$ cat src/rtl/mux_seq_pkg.sv
// Shared types and constants for the mux pattern sequencer.
// Holds the sequencer state encoding, the error-counter width and the max-code helper.
package mux_seq_pkg;

    typedef enum logic [1:0] {
        IDLE = 2'd0,
        RUN  = 2'd1,
        FIN  = 2'd2
    } seq_state_e;

    localparam int unsigned ERR_W = 8;

    // Highest code of an n-bit pattern bus.
    function automatic int unsigned MAX_CODE(input int unsigned n);
        return (32'd1 << n) - 32'd1;
    endfunction

endpackage

$ cat src/rtl/mux_seq_dwell_timer.sv
// Dwell counter for the mux pattern sequencer: load, decrement toward zero, zero flag.
module mux_seq_dwell_timer
    import mux_seq_pkg::*;
#(
    parameter int unsigned DWELL_W = 8
) (
    input  logic               clk,
    input  logic               rst_n,
    input  logic               load,
    input  logic [DWELL_W-1:0] load_val,
    input  logic               dec,
    output logic               zero_c
);

    logic [DWELL_W-1:0] count_q;

    always_ff @(posedge clk) begin
        if (!rst_n) begin
            count_q <= '0;
        end else if (load) begin
            count_q <= load_val;
        end else if (dec && (count_q != '0)) begin
            count_q <= count_q - DWELL_W'(1);
        end
    end

    assign zero_c = (count_q == '0);

endmodule

$ cat src/rtl/mux_pattern_sequencer.sv
// Clocked stimulus sequencer that sweeps {sel,in1,in0} through every code with a
// programmable dwell. Optional output checker enabled by defining MUX_SEQ_CHECK_EN.
module mux_pattern_sequencer
    import mux_seq_pkg::*;
#(
    parameter int unsigned NUM_INPUTS = 3,
    parameter int unsigned DWELL_W    = 8
) (
    input  logic                  clk,
    input  logic                  rst_n,
    input  logic                  start,
    input  logic [DWELL_W-1:0]    dwell,
    input  logic                  mux_out,
    output logic [NUM_INPUTS-1:0] pattern,
    output logic                  sel,
    output logic                  in1,
    output logic                  in0,
    output logic                  busy,
    output logic                  done,
    output logic [ERR_W-1:0]      err_cnt
);

    localparam logic [NUM_INPUTS-1:0] MAX_PAT = NUM_INPUTS'(MAX_CODE(NUM_INPUTS));

    seq_state_e            state_q, state_nxt;
    logic [NUM_INPUTS-1:0] pattern_q, pattern_nxt;
    logic [DWELL_W-1:0]    dwell_m1_q, dwell_m1_nxt;
    logic                  busy_q, busy_nxt;
    logic                  done_q, done_nxt;
    logic                  tmr_load_c, tmr_dec_c, tmr_zero_c;
    logic [DWELL_W-1:0]    tmr_load_val_c;

    mux_seq_dwell_timer #(
        .DWELL_W (DWELL_W)
    ) u_dwell_timer (
        .clk      (clk),
        .rst_n    (rst_n),
        .load     (tmr_load_c),
        .load_val (tmr_load_val_c),
        .dec      (tmr_dec_c),
        .zero_c   (tmr_zero_c)
    );

    always_ff @(posedge clk) begin
        if (!rst_n) begin
            state_q    <= IDLE;
            pattern_q  <= '0;
            dwell_m1_q <= '0;
            busy_q     <= 1'b0;
            done_q     <= 1'b0;
        end else begin
            state_q    <= state_nxt;
            pattern_q  <= pattern_nxt;
            dwell_m1_q <= dwell_m1_nxt;
            busy_q     <= busy_nxt;
            done_q     <= done_nxt;
        end
    end

    // Sweep control; the timer holds D-1 so a zero dwell collapses to one cycle per code.
    always_comb begin
        state_nxt      = state_q;
        pattern_nxt    = pattern_q;
        dwell_m1_nxt   = dwell_m1_q;
        busy_nxt       = busy_q;
        done_nxt       = 1'b0;
        tmr_load_c     = 1'b0;
        tmr_dec_c      = 1'b0;
        tmr_load_val_c = dwell_m1_q;
        case (state_q)
            IDLE: begin
                if (start) begin
                    dwell_m1_nxt   = (dwell == '0) ? '0 : (dwell - DWELL_W'(1));
                    tmr_load_c     = 1'b1;
                    tmr_load_val_c = (dwell == '0) ? '0 : (dwell - DWELL_W'(1));
                    pattern_nxt    = '0;
                    busy_nxt       = 1'b1;
                    state_nxt      = RUN;
                end
            end
            RUN: begin
                if (tmr_zero_c) begin
                    if (pattern_q != MAX_PAT) begin
                        pattern_nxt = pattern_q + NUM_INPUTS'(1);
                        tmr_load_c  = 1'b1;
                    end else begin
                        busy_nxt  = 1'b0;
                        done_nxt  = 1'b1;
                        state_nxt = FIN;
                    end
                end else begin
                    tmr_dec_c = 1'b1;
                end
            end
            FIN: begin
                state_nxt = IDLE;
            end
            default: begin
                state_nxt = IDLE;
                busy_nxt  = 1'b0;
            end
        endcase
    end

    assign pattern = pattern_q;
    assign sel     = pattern_q[NUM_INPUTS-1];
    assign in1     = pattern_q[1];
    assign in0     = pattern_q[0];
    assign busy    = busy_q;
    assign done    = done_q;

`ifdef MUX_SEQ_CHECK_EN
    logic [ERR_W-1:0] err_cnt_q, err_cnt_nxt;
    logic             exp_out_c;

    assign exp_out_c = sel ? in1 : in0;

    // Compare only in the final dwell cycle of each code, after the mux has settled.
    always_comb begin
        err_cnt_nxt = err_cnt_q;
        if ((state_q == IDLE) && start) begin
            err_cnt_nxt = '0;
        end else if ((state_q == RUN) && tmr_zero_c && (mux_out != exp_out_c)
                     && (err_cnt_q != {ERR_W{1'b1}})) begin
            err_cnt_nxt = err_cnt_q + ERR_W'(1);
        end
    end

    always_ff @(posedge clk) begin
        if (!rst_n) begin
            err_cnt_q <= '0;
        end else begin
            err_cnt_q <= err_cnt_nxt;
        end
    end

    assign err_cnt = err_cnt_q;
`else
    logic unused_mux_out;
    assign unused_mux_out = mux_out;
    assign err_cnt        = '0;
`endif

endmodule

$ cat config.mk
export PLATFORM = sky130hd
export DESIGN_NAME = mux_pattern_sequencer
export DESIGN_NICKNAME = d
export VERILOG_FILES = /design/src/rtl/mux_seq_pkg.sv /design/src/rtl/mux_seq_dwell_timer.sv /design/src/rtl/mux_pattern_sequencer.sv
export SDC_FILE = /design/constraint.sdc
export NUM_CORES = 1
export LEC_CHECK = 0
export ABC_AREA = 1
export CAP_MARGIN = 20
export CORE_MARGIN = 2
export CORE_UTILIZATION = 52
export DETAILED_ROUTE_END_ITERATION = 7
export PLACE_DENSITY = 0.86
export RECOVER_POWER = 25
export SLEW_MARGIN = 20
export SYNTH_ARGS = -nofsm -noshare
export SYNTH_HDL_FRONTEND = slang
export SYNTH_HIERARCHICAL = 1
export SYNTH_SLANG_ARGS = --single-unit
export TNS_END_PERCENT = 10
$ cat constraint.sdc
create_clock -name clk -period 2.3 [get_ports clk]
set_input_delay 0.46 -clock clk [delete_from_list [all_inputs] [get_ports clk]]
set_output_delay 0.46 -clock clk [all_outputs]
set_load 0.01 [all_outputs]
==> impl_metrics.ini, run 1 <==
[worst_setup_path]
critPathMaxFanout = 8
required_ps = 2520
startpoint_type = input port
end_kind = register
cp.arrival_ps = 2090
critPathKind = in2reg

[synthesis]
synth_cell_types = 29
synth_cells = 234
synth_ff_type = dfxtp_1
synth.avg_cell_area_um2 = 6.75
yosysSeqAreaShare_pct = 29.1
synth-seq-cells = 23
synthArstFlopShare_pct = 0
syn_area_um2 = 1580
yosys_warnings = 6
synth-edff-count = 0

[die]
die_x_um = 59.1
die_height_um = 59.1
coreArea_um2 = 2980
num_io_pins = 28
die_area_um2 = 3500
num_rows = 20
start_util_pct = 53.1

[outcome]
run_status = finished clean

[clock_tree]
cts_buffer_depth = 2
clkTransAtPathRegs_ps = 130
cts_max_level = 1
ctsResizeCount = 0
post-cts-setup-buffers = 0
cts_tree = built
clock_latency_ps = 310
cts_sinks = 23
root_buffer = clkbuf_4
cts_hold_buf = 0
cts_buffers = 3

[detailed_routing]
vias = 1412
drtPass1Iterations = 4
routedWlPerCell_um = 10.3
drt_iter0_drc = 95
viasPerCell = 4.95
wl_um = 2950
ant_nets = 0
drc = 0

[timing]
fmax_mhz = 534
finalCritPeriodShare_pct = 81.4
period_needed_ps = 1870
final_max_slew_viol_count = 0
maxSlewHeadroom_pct = 65.5
setup_ws_ps = 428
skew_ps = 11.7
setup_viol = 0
rsz0062_at_grt = false
hold_viol = 0
hold_slack_ps = 483
worst_pin_slew_ps = 517
fin_setup_tns_ps = 0

[layout]
nets = 271
fillers = 285
n_antenna_cell = 0
final_common_cell = nand2_1
final_util_pct = 59.0
area_growth_pct = 11.2
layout_common_cells = nand2_1, inv_1, dfxtp_1, nor2_1, nand3_1
drive_above_1_share_pct = 15.5

[grt]
grt_max_degree = 15
grt_use_total_pct = 18.6
antenna_found_initial = 0
overflow = 0
grt_pass1_wl_um = 4990
grt_pass1_vias = 1180

[place]
pre_cts_slack_ps = 161
portBuffers = 18
gp_congestion = 0.843
dp.final_hpwl_um = 2380

[power_and_ir_drop]
leakage_nw = 0.855
irDropWorstVdd_mv = 0.567
p_per_area_nw_per_um2 = 1040

[hold_path]
hold_class = reg2reg

[flow_run]
maxCapViolations = 0
[Yosys cell counts, types with 2 or more instances]
cell type	count	area, um2
a21oi_2	5	43.8
buf_6	2	22.5
inv_1	26	97.6
a21oi_1	10	50.1
nor2_4	2	22.5
nand2_1	64	240
nand2_2	7	43.8
nand2_4	2	22.5
inv_2	5	18.8
buf_4	11	82.6
nand4_1	3	18.8
dfxtp_1	23	460
o21ai_1	3	15.0
nand3_1	20	100
ha_1	6	75.1
nor2_1	21	78.8
nor2_2	4	25.0
o21ai_0	5	25.0
nand3_2	5	50.1
[metrics by stage]
step	cell area (um2)	instances	power [mW]
after floorplan	1610	241	1.42
after global routing	1760	285	2.03
after global placement	1740	281	1.62
after detailed placement	1740	281	1.65
final	1760	285	1.83
after CTS	1770	285	1.84
[layer usage]
layer	up-vias	track usage, %	share of wire, %
met4	0	8.12	1.5
met1	632	24.8	49
met2	26	29.7	47
li1	750	-	-
met3	4	2.84	3.2
met5	-	0	0
[report_power, final]
group	switching, mW	leakage [nW]	internal (mW)
Combinational	0.673	0.649	0.414
Clock	0.119	0.0177	0.0649
Sequential	0.0725	0.188	0.484
Total	0.864	0.855	0.964
[final timing paths]
kind / end / slack (ps) / start / depth (start not counted)
min reg2reg: dwell_m1_q[0] / 480 / dwell_m1_q[0] / 2
max: u_dwell_timer/count_q[7] / 430 / dwell[2] / 11
max reg2reg: u_dwell_timer/count_q[3] / 470 / u_dwell_timer/count_q[0] / 13
min: dwell_m1_q[0] / 480 / dwell_m1_q[0] / 2
[critical path, cell delays in order]
cell and delay, ps:
clkdlybuf4s50_1 480, nor2_2 230, nand2_2 80, nor2_1 290
nor2_8 100, nand3_1 120, nand2_1 80, nand2_1 80
nand2_1 50, nor2_1 80, nor2_1 40
[kinds of logic (layout without fill, tap and decap cells)]
family | count (synthesis) | in the layout | share of synthesized area [%]
buffers and inverters | 46 | 57 | 14.6
AND/OR/NAND/NOR | 131 | 131 | 40.8
AO/OA/AOI/OAI | 25 | 25 | 9.42
adder cells (fa/ha/maj) | 6 | 6 | 4.75
other | 1 | 8 | 0.237
XOR/XNOR | 2 | 2 | 1.11
flip-flops | 23 | 23 | 29.1
[cell type report]
| type | count | area [um2] | share of cell area, % |
|---|---|---|---|
| clock buffer | 3 | 22.5 | 1.28 |
| clock inverter | 1 | 5.00 | 0.285 |
| inverter | 32 | 121 | 6.91 |
| multi-input combinational | 172 | 903 | 51.4 |
| sequential | 23 | 460 | 26.2 |
| tap | 33 | 41.3 | 2.35 |
| timing repair buffer | 21 | 203 | 11.5 |
[sequential cells by signal, summed over array words and instances (netlist names)]
| register | flops |
|---|---|
| dwell_m1_q | 8 |
| u_dwell_timer/count_q | 8 |
| pattern | 3 |
| state_q | 2 |
| busy | 1 |
| done | 1 |
Power figures use the tool's default switching activity.
==> run 2, diff against run 1 <==
clock period = 1.95 ns   (was 2.3 ns; I/O delays follow)
==> impl_metrics.ini, run 2 (synthesis results as in run 1) <==
[grt]
grt_pass1_vias = 1270
grt_use_total_pct = 19.1
grt_max_degree = 15
overflow = 0
antenna_found_initial = 0
grt_pass1_wl_um = 5250

[timing]
fin_setup_tns_ps = 0
setup_viol = 0
skew_ps = 4.08
hold_viol = 0
final_max_slew_viol_count = 0
finalCritPeriodShare_pct = 92.5
period_needed_ps = 1800
fmax_mhz = 555
hold_slack_ps = 475

[place]
dp.final_hpwl_um = 2520
portBuffers = 18
gp_congestion = 0.848

[power_and_ir_drop]
seqPwrFrac_pct = 29.7
combPwrFrac_pct = 60.4
irDropWorstVdd_mv = 0.614
switching_share_pct = 47.4
p_per_area_nw_per_um2 = 1220
clkPwrFrac_pct = 9.9
switchingPower_mw = 1.07
p_int_mw = 1.19
leakage_nw = 0.907

[detailed_routing]
drc = 0
ant_nets = 0
vias = 1480
routedWlPerCell_um = 10.6
wl_um = 3120
drt_iter0_drc = 90
viasPerCell = 5.02
drtPass1Iterations = 4

[layout]
fillers = 266
multi_input_area_um2 = 926
regArea_um2 = 462
area_growth_pct = 17.4
nets = 281
drive_above_1_share_pct = 20.6
final_common_cell = nand2_1
layout_common_cells = nand2_1, inv_1, dfxtp_1, nand3_1, nor2_1
n_antenna_cell = 0

[worst_setup_path]
worstPathCellList = inv_1 -> ha_1 -> nand2_1 -> nor2_2 -> inv_1 -> nor2_4 -> nor2_2 -> inv_1 -> inv_2 -> nand3_1 -> nor2_1 -> nor2_1 -> nor2_1
crit_slowest_cell = dfxtp_1
end_kind = register
required_ps = 2210
critPathMaxFanout = 10
startpoint_type = register
critPathKind = reg2reg
cp.arrival_ps = 2060
cpPeakStageDelay_ps = 380

[clock_tree]
cts_buffer_depth = 2
cts_buffers = 3
cts_max_level = 1
cts_sinks = 23
cts_hold_buf = 0
ctsResizeCount = 0
cts_tree = built
root_buffer = clkbuf_4
clkTransAtPathRegs_ps = 130
clock_latency_ps = 320
post-cts-setup-buffers = 0

[die]
num_io_pins = 28
die_area_um2 = 3500
start_util_pct = 53.1
coreArea_um2 = 2980
die_x_um = 59.1
die_height_um = 59.1
num_rows = 20

[flow_run]
maxCapViolations = 0

[outcome]
run_status = finished clean

[hold_path]
hold_class = reg2reg
## run 2: cell types whose count changed in the layout (fill, tap and decap cells not counted), sizes merged
cell	change
buf	+11
clkbuf	-1
## run 2: final cells by class
class                           count  share of cell area, %
Tap cell                           33                   2.23
Inverter                           32                   6.54
Clock buffer                        3                   1.21
Clock inverter                      1                  0.270
Sequential cell                    23                   24.9
Multi-Input combinational cell    172                   49.9
Timing Repair Buffer               31                   15.0
## run 2: power by group through the flow
stage | sequential [mW] | clock (mW) | combinational, mW
floorplan | 0.656 | 0 | 1.01
global placement | 0.667 | 0 | 1.29
detailed placement | 0.671 | 0 | 1.33
CTS | 0.660 | 0.236 | 1.34
global route | 0.690 | 0.258 | 1.54
finish | 0.671 | 0.225 | 1.37
## run 2: path summary, 6_finish.rpt
kind | from | endpoint | slack, ps | cells after the start
max | u_dwell_timer/count_q[1] | u_dwell_timer/count_q[7] | 150 | 13
max reg2reg | u_dwell_timer/count_q[1] | u_dwell_timer/count_q[7] | 150 | 13
min reg2reg | pattern[0] | pattern[0] | 470 | 1
min | pattern[0] | pattern[0] | 470 | 1
## run 2: stage by stage
| step | power (mW) | cell area, um2 | setup slack [ps] | cells | util [%] |
|---|---|---|---|---|---|
| detailed placement | 2.00 | 1820 | -99.0 | 291 | 61.0 |
| global placement | 1.95 | 1820 | -40.7 | 291 | 61.0 |
| floorplan | 1.67 | 1610 | 8.99 | 241 | - |
| CTS | 2.23 | 1840 | 130 | 295 | 61.9 |
| global route | 2.49 | 1860 | -31.8 | 295 | 62.3 |
| finish | 2.26 | 1860 | 147 | 295 | 62.3 |
## run 2: metal layers
layer	part of all wire (%)	up-vias	GRT usage, %	wire, um
met5	0	-	0	0
met4	1.3	0	4.87	40
met3	4.2	6	4.80	132
met2	48	33	34.0	1510
met1	46	666	22.8	1440
li1	-	775	-	-
## run 2: critical path: cells and delay by family, from the launching register on
family	cells	cell delay (ps)
buf+inv	4	450
flops	1	380
fa+ha+maj	1	190
simple gates	8	730
==> run 3, diff against run 2 <==
TNS_END_PERCENT = 100   (was 10)
==> results of run 3 <==
Final layout, timing and power as in run 2 (identical DEF).
==> RTL edit (settings of run 2) <==
Build with the macro `MUX_SEQ_CHECK_EN` defined.
--- a/src/rtl/mux_pattern_sequencer.sv
+++ b/src/rtl/mux_pattern_sequencer.sv
@@ -1,5 +1,7 @@
 // Clocked stimulus sequencer that sweeps {sel,in1,in0} through every code with a
 // programmable dwell. Optional output checker enabled by defining MUX_SEQ_CHECK_EN.
+`define MUX_SEQ_CHECK_EN
+
 module mux_pattern_sequencer
     import mux_seq_pkg::*;
 #(
Check against the original RTL: not equivalent (a bounded check fails within 4 cycles, from zero or initial values and one cycle with rst_n low).
==> RTL edit against run 2 <==
Sequential cell count is 8 higher. Global-route usage rose by 3.0 points. Via count is 30% higher. Non-clock buffer count grew 7. Synthesized area is 23% higher. Worst setup slack better by 7.0 ps. Power is 25% higher. First-iteration DRC count down 5.6%. Wire length grew 31%. Critical path depth shrank 3. Fmax rose by 0.39%. Cell area is 29% higher. Largest cell class unchanged. Highest routed layer unchanged.
==> RTL edit: results (changes against run 2) <==
- Placed cell count: 380 (+31%)
- Antenna violations before repair: 0 (unchanged)
- Leak: 1.12 nW (+24%)
- M2 GR Usage: 38.1% (+4.2 points)
- Pin count of the biggest net entering global routing: 12 (-3)
- Vias/cell: 4.95 (-1.4%)
- Nets: 358 (+27%)
- Critical path's top delay family: compound AO/OA/AOI/OAI gates
- Mapped Nets: 319
- Outcome: finished, final reports clean
- # port buffers: 27 (+9)
- DR WL/cell: 10.5 µm (-0.53%)
- Worst-Skew Late Latency: 280 ps (-40 ps)
- Layout cell share with drive strength beyond 1: 13.5% (-7.1 points)
- Setup tns final: 0 ps (unchanged)
- Worst slack at placement: -41.3 ps (+57.7 ps)
- Critical path arrival: 1980 ps (-80 ps)
- DRC: 0 (unchanged)
- Dpl cell area: 0.00232 mm² (+28%)
- Root buf cell: clkbuf_8
- Top cells by count, synth: 80 x nand2_1, 37 x inv_1, 33 x nand3_1
- DRT iter0 DRCs: 85 (-5.6%)
- Post-DP HPWL: 3.16 mm (+25%)
- Met1 global-route usage: 26.1% (+3.3 points)
- Vias in the first global route: 1,849 (+46%)
- GRT Total Usage: 22.1% (+3.0 points)
- Largest cells by area after synthesis: dfxtp_1 32%, nand2_1 15%, nand3_1 8.5%, inv_1 7.1%, nor2_1 6.2%
- Reg clk slew, reported paths: 60 ps (-70 ps)
- Netlist cell types: 28 (-3.4%)
- Critical-path top delay cell: clkdlybuf4s50_1
- Flops & latches, synth: 31 (+35%)
- Gp weighted congestion: 0.804 (-5.2%)
- Syn avg cell area: 6.49 µm² (-4.0%)
[RTL edit: cell types whose count changed after synthesis, moves of 5 or more]
cell     change
a21oi_2      -5
nor2_1      +11
a21oi_1     +11
dfxtp_1      +8
nand3_1     +13
inv_1       +11
buf_4        -8
nand2_1     +16
[RTL edit: final timing paths]
kind / start / slack, ps / cells past startpoint / to
worst max register to register: u_dwell_timer/count_q[1] / 190 / 13 / u_dwell_timer/count_q[7]
worst min-delay path: dwell_m1_q[2] / 470 / 2 / dwell_m1_q[2]
worst max-delay path: dwell[0] / 150 / 10 / u_dwell_timer/count_q[1]
worst min register to register: dwell_m1_q[2] / 470 / 2 / dwell_m1_q[2]
[RTL edit: layout make-up]
cell class,instances,area [µm²]
fill,320,1230
multi-input combinational,217,1110
sequential,31,621
timing repair buffer,38,353
inverter,46,174
clock buffer,7,76.3
tap,48,60.1
clock inverter,1,5.00
[RTL edit: timing repair]
| item | 4_1_cts | 5_1_grt |
|---|---|---|
| endpoints found under the setup margin | 0 | 16 |
| resized for setup | 0 | 2 |
| hold buffers | 0 | 0 |
| hold endpoints to repair | 0 | 0 |
[RTL edit: report_power, final]
part	total, mW	internal, mW	switching [mW]
registers	0.833	0.742	0.0905
clock network	0.485	0.250	0.235
logic	1.50	0.586	0.916
[RTL edit: logic make-up after synthesis]
| logic type | count (synthesis) | share of synthesized area (%) |
|---|---|---|
| AOI/OAI and AO/OA | 34 | 9.71 |
| xor gates and xnor gates | 7 | 3.15 |
| adders and majority gates | 7 | 4.50 |
| buffers and inverters | 52 | 10.7 |
| DFF | 31 | 31.9 |
| and+or+nand+nor | 169 | 40.0 |
[RTL edit: layer usage]
metal,part of all wire (%),routed length (µm)
met5,0,0
met4,1.1,44
met3,3.8,155
met2,49,2020
met1,46,1870
